===== src/rtl/poly_result_writer.sv =====
// Polynomial multiplication output stage: packs LANES coefficient results per beat
// and writes them to BRAM in natural, bit-reversed or lo/hi de-interleaved order.
module poly_result_writer #(
    parameter int COEF_W  = 64,
    parameter int LANES   = 2,
    parameter int ADDR_W  = 10,
    parameter int N_WORDS = 256,
    parameter int LOG_N   = 8
) (
    input  logic                    clk,
    input  logic                    rst_n,
    input  logic                    start,
    input  logic [1:0]              mode,
    input  logic [ADDR_W-1:0]       base_addr,
    input  logic                    in_valid,
    input  logic [LANES*COEF_W-1:0] result,
    output logic                    wr_en,
    output logic [ADDR_W-1:0]       wr_addr,
    output logic [LANES*COEF_W-1:0] wr_data,
    output logic                    busy,
    output logic                    done
);
    localparam int DW = LANES * COEF_W;
    localparam int HW = DW / 2;
    localparam logic [ADDR_W-1:0] HALF = ADDR_W'(N_WORDS / 2);
    localparam logic [LOG_N-1:0]  LAST = LOG_N'(N_WORDS - 1);

    typedef enum logic [1:0] {IDLE, RUN, FIN} state_t;
    typedef enum logic [1:0] {ORD_NAT, ORD_REV, ORD_DEI} order_t;

    state_t              state, state_nxt;
    order_t              order;
    logic [ADDR_W-1:0]   base;
    logic [LOG_N-1:0]    k;
    logic                last_seen;
    logic                pend;
    logic [DW-1:0]       hold;
    logic [DW-1:0]       pend_data;
    logic [ADDR_W-1:0]   pend_addr;
    logic                accept;
    logic [ADDR_W-1:0]   seq_addr;
    logic [ADDR_W-1:0]   pair_addr;

    function automatic logic [LOG_N-1:0] bitrev(input logic [LOG_N-1:0] v);
        logic [LOG_N-1:0] r;
        r = '0;
        for (int unsigned i = 0; i < LOG_N; i++) r[i] = v[LOG_N-1-i];
        return r;
    endfunction

    always_comb begin
        state_nxt = state;
        case (state)
            IDLE:    if (start) state_nxt = RUN;
            // leave only once the final beat and any pending upper-half write are out
            RUN:     if (last_seen && !pend) state_nxt = FIN;
            FIN:     state_nxt = IDLE;
            default: state_nxt = IDLE;
        endcase
        accept    = (state == RUN) && in_valid && !last_seen;
        seq_addr  = base + ADDR_W'((order == ORD_REV) ? bitrev(k) : k);
        pair_addr = base + ADDR_W'(k >> 1);
        busy      = (state == RUN);
        done      = (state == FIN);
    end

    always_ff @(posedge clk or negedge rst_n) begin
        if (!rst_n) begin
            state     <= IDLE;
            order     <= ORD_NAT;
            base      <= '0;
            k         <= '0;
            last_seen <= 1'b0;
            pend      <= 1'b0;
            hold      <= '0;
            pend_data <= '0;
            pend_addr <= '0;
            wr_en     <= 1'b0;
            wr_addr   <= '0;
            wr_data   <= '0;
        end else begin
            state <= state_nxt;
            wr_en <= 1'b0;
            if (state == IDLE && start) begin
                case (mode)
                    2'd1:    order <= ORD_REV;
                    2'd2:    order <= ORD_DEI;
                    default: order <= ORD_NAT;
                endcase
                base      <= base_addr;
                k         <= '0;
                last_seen <= 1'b0;
                pend      <= 1'b0;
            end
            if (state == RUN && pend) begin
                wr_en   <= 1'b1;
                wr_addr <= pend_addr;
                wr_data <= pend_data;
                pend    <= 1'b0;
            end
            // an even de-interleave beat may arrive alongside the pending write; it is only buffered
            if (accept) begin
                k <= k + 1'b1;
                if (k == LAST) last_seen <= 1'b1;
                if (order == ORD_DEI) begin
                    if (!k[0]) begin
                        hold <= result;
                    end else begin
                        wr_en     <= 1'b1;
                        wr_addr   <= pair_addr;
                        wr_data   <= {result[HW-1:0], hold[HW-1:0]};
                        pend      <= 1'b1;
                        pend_addr <= pair_addr + HALF;
                        pend_data <= {result[DW-1:HW], hold[DW-1:HW]};
                    end
                end else begin
                    wr_en   <= 1'b1;
                    wr_addr <= seq_addr;
                    wr_data <= result;
                end
            end
        end
    end
endmodule


===== config.mk =====
export PLATFORM = sky130hd
export DESIGN_NAME = poly_result_writer
export DESIGN_NICKNAME = d
export VERILOG_FILES = /design/src/rtl/poly_result_writer.sv
export SDC_FILE = /design/constraint.sdc
export NUM_CORES = 1
export LEC_CHECK = 0
export BUFFER_PORTS_ARGS = -buffer_cell sky130_fd_sc_hd__buf_2
export CORE_ASPECT_RATIO = 0.7
export CORE_MARGIN = 3
export CORE_UTILIZATION = 35
export CTS_CLUSTER_SIZE = 8
export DETAILED_ROUTE_END_ITERATION = 10
export PLACE_DENSITY = 0.56
export SYNTH_ARGS = -nofsm -noshare
export SYNTH_HDL_FRONTEND = slang
export SYNTH_SLANG_ARGS = --single-unit

===== constraint.sdc =====
create_clock -name clk -period 2.7 [get_ports clk]
set_clock_uncertainty 0.2 [all_clocks]
set_input_delay 0.27 -clock clk [delete_from_list [all_inputs] [get_ports clk]]
set_output_delay 0.27 -clock clk [all_outputs]
set_load 0.01 [all_outputs]

==> flow_summary.ini <==
[pwr]
swShare_pct = 27.7
p_switching_mw = 5.32
power.leakage_nw = 12.0
totalPowerFinal_mw = 19.2
p_comb_share_pct = 19.5
ir_drop_v = 0.000466
powerDensity_nw_per_um2 = 775
p_seq_share_pct = 46.0
power_frac_clock_pct = 34.5
p_int_mw = 13.9

[setup_path]
worstPathRequired_ps = 2990
critPathSlowestCell = dfrtp_1
end_kind = flop
cp_slowest_stage_delay_ps = 380
critPathMaxFanout = 6
path_cells = nor2b_1, buf_4, mux2_4, ha_4, a21oi_4, nor2b_2, a311o_1, o31ai_4, mux2i_1, a211o_1
crit_type = reg -> reg
ff2ff_setup_slack_ps = -60
crit_family = compound AO/OA/AOI/OAI gates
critPathLaunchType = flop
cp_num_buf_inv = 1
critPathArrivalTime_ps = 3050

[global_routing]
grt_pass1_wl_um = 94900
antenna_found_initial = 5
grt_overflow = 0
grtUsageTotal_pct = 20.5
first_global_vias = 16700
grt_max_degree = 130

[logic_synthesis]
synth_ff_type = dfrtp_1
synth.area.mux_share_pct = 10.2
yosysMostFrequentCell = nand2_1
syn-num-nets = 2017
synth_common_cells = nand2_1 (719), dfrtp_1 (429), o22ai_1 (131)
yosysTopAreaCell = dfrtp_1
syn_area_um2 = 19200
synthAdderAreaFrac_pct = 1.31
yosysTopAreaCellShare_pct = 55.8
synth_xor_area_share_pct = 0.729
synth_top_family_by_area = simple AND/OR/NAND/NOR gates
avgSynthCellArea_um2 = 10.4
synth_compound_area_share_pct = 12.3
synthTopCellsByArea = dfrtp_1 (56%), nand2_1 (14%), mux2_4 (7.8%)
ys.warnings.count = 0
ys_seq_elements = 429
yosys.area_share.simple_pct = 15.8
synth.yosys.seq_area_share_pct = 55.8
synth_cells = 1854
synth-async-reset-ratio_pct = 100
synth_edf_count = 0
synth.distinct_cells = 58

[timing]
fmax_mhz = 362
hold_viol_final = 0
holdWs_ps = 16.6
fin_ws_ps = -64.6
maxSlewHeadroom_pct = 40.7
rsz0062_at_grt = yes
min_period_ps = 2760
timing.final.crit_share_pct = 102
worst_slew_pin_slew_ps = 890
slew_viol_final = 0
finalSetupViolations = 3

[clocking]
cts_tree = built
clockBufferDepth = 3
clock_latency_ps = 600
h-tree-depth = 2
cts_buffers = 59
cts-root-buf = clkbuf_16
cts.clk_slew.worst_paths_ps = 50
cts_sinks = 429

[floorplan]
die_w_um = 286
boundaryPins = 285
rows = 71
core_area_um2 = 54000
die_h_um = 202
start_util_pct = 35.6
die_area_um2 = 57900

[drt]
drc = 0
drtIter0Drc = 1054
vias_per_cell = 5.28
firstDrtPassIters = 5
routed_wl_um = 59600
avgRoutedWirePerCell_um = 19.8
ant_nets = 0
vias = 15900

[status]
status = finished with violations
violations = negative setup slack

[cells_and_area]
nFillCells = 5037
final_util_pct = 45.9
multi_input_area_um2 = 7950
drive_gt1_share_pct = 25.5
fin_nets = 2431
synthToLayoutAreaGrowth_pct = 28.9
ff_latch_area_um2 = 10700
design_area_um2 = 24800

[job]
max_cap_viol_count = 0

[place]
port-buffer-count = 284
hpwl_um = 35000
gp_congestion = 0.828
place_area_um2 = 21600

[min_path]
hp-class = in -> async
==> flip-flops by register name, indices dropped and copies added, names as in the netlist <==
signal and cells:
base 10, hold 128, k 8, last_seen 1
order 2, pend 1, pend_addr 10, pend_data 128
state 2, wr_addr 10, wr_data 128, wr_en 1
==> layer usage <==
| metal | track usage, % | up-vias | part of all wire (%) |
|---|---|---|---|
| li1 | - | 7252 | - |
| met1 | 28.8 | 7970 | 46 |
| met2 | 32.0 | 539 | 45 |
| met3 | 4.54 | 83 | 6.8 |
| met4 | 5.66 | 8 | 1.9 |
| met5 | 0 | - | 0.084 |
==> layout make-up <==
type,instances,area share [%]
diodes,2,0.0202
multi-input cells,1279,32.1
clock buffers,63,6.23
flip-flops and latches,429,43.3
well taps,730,3.68
repair buffers,492,14.5
inverters,7,0.111
clock inverters,1,0.0808
==> placed cells by master, fill, tap and decap left out, types with 6 or more instances in the layout <==
cell type and count:
ha_1 11, dlygate4sd3_1 146, clkbuf_16 61, o22ai_1 130, nand3_1 10, o21ai_0 27, a32oi_1 130, xnor2_1 10
buf_2 283, mux2_4 103, buf_12 18, mux2_2 31, a21oi_1 10, nand2b_1 6, dfrtp_1 429, nor2_1 13
buf_4 42, nand2_1 717
==> final timing paths <==
path,start,to,cells after the start
setup / recovery,order[1],wr_addr[9],10
hold / removal,rst_n,hold[79],2
setup reg to reg,order[1],wr_addr[9],10
hold reg to reg,hold[121],pend_data[57],2
max in group asynchronous,rst_n,pend_data[34],3
min in group clk,base_addr[7],base[7],4
==> kinds of logic (layout without fill, tap and decap cells) <==
logic type | Yosys count | count (layout)
AO/OA/AOI/OAI | 326 | 326
buffers and inverters | 146 | 563
multiplexers | 141 | 141
adder cells (fa/ha/maj) | 19 | 19
other | 0 | 2
flip-flops | 429 | 429
AND/OR/NAND/NOR | 777 | 777
XOR/XNOR | 16 | 16
==> metrics by stage <==
step / TNS (ps) / worst slack (ps) / std cells
floorplan: -6.73 / -6.73 / 1854
global placement: -924 / -306 / 2787
detailed placement: -852 / -269 / 2787
CTS: -75.6 / -48.9 / 3000
global route: -828 / -183 / 3002
finish: -92.9 / -64.6 / 3003
==> power by group through the flow <==
stage               Clock [mW]  Sequential (mW)  Combinational (mW)
finish                    6.63             8.83                3.74
global placement             0             8.85                3.40
global route              7.11             9.02                4.14
floorplan                    0             8.79                2.20
CTS                       6.83             8.82                3.72
detailed placement           0             8.89                3.50
==> worst register-to-register path, delay by kind of cell, from the launching register on <==
family                     cells  cell delay (ps)
AOI/OAI and AO/OA              4             1040
adders and majority gates      1              220
buffers and inverters          1              180
DFF                            1              380
muxes                          2              450
and+or+nand+nor                2              190
==> what timing repair did <==
item | in CTS | in global routing
endpoints found under the setup margin | 6 | 7
hold endpoints to repair | 771 | 0
gates resized for setup | 13 | 9
hold buffers | 146 | 0
setup buffers | 3 | 1
pin swaps | 13 | 5
gates cloned | 0 | 0
(Power assumes the default switching activity.)
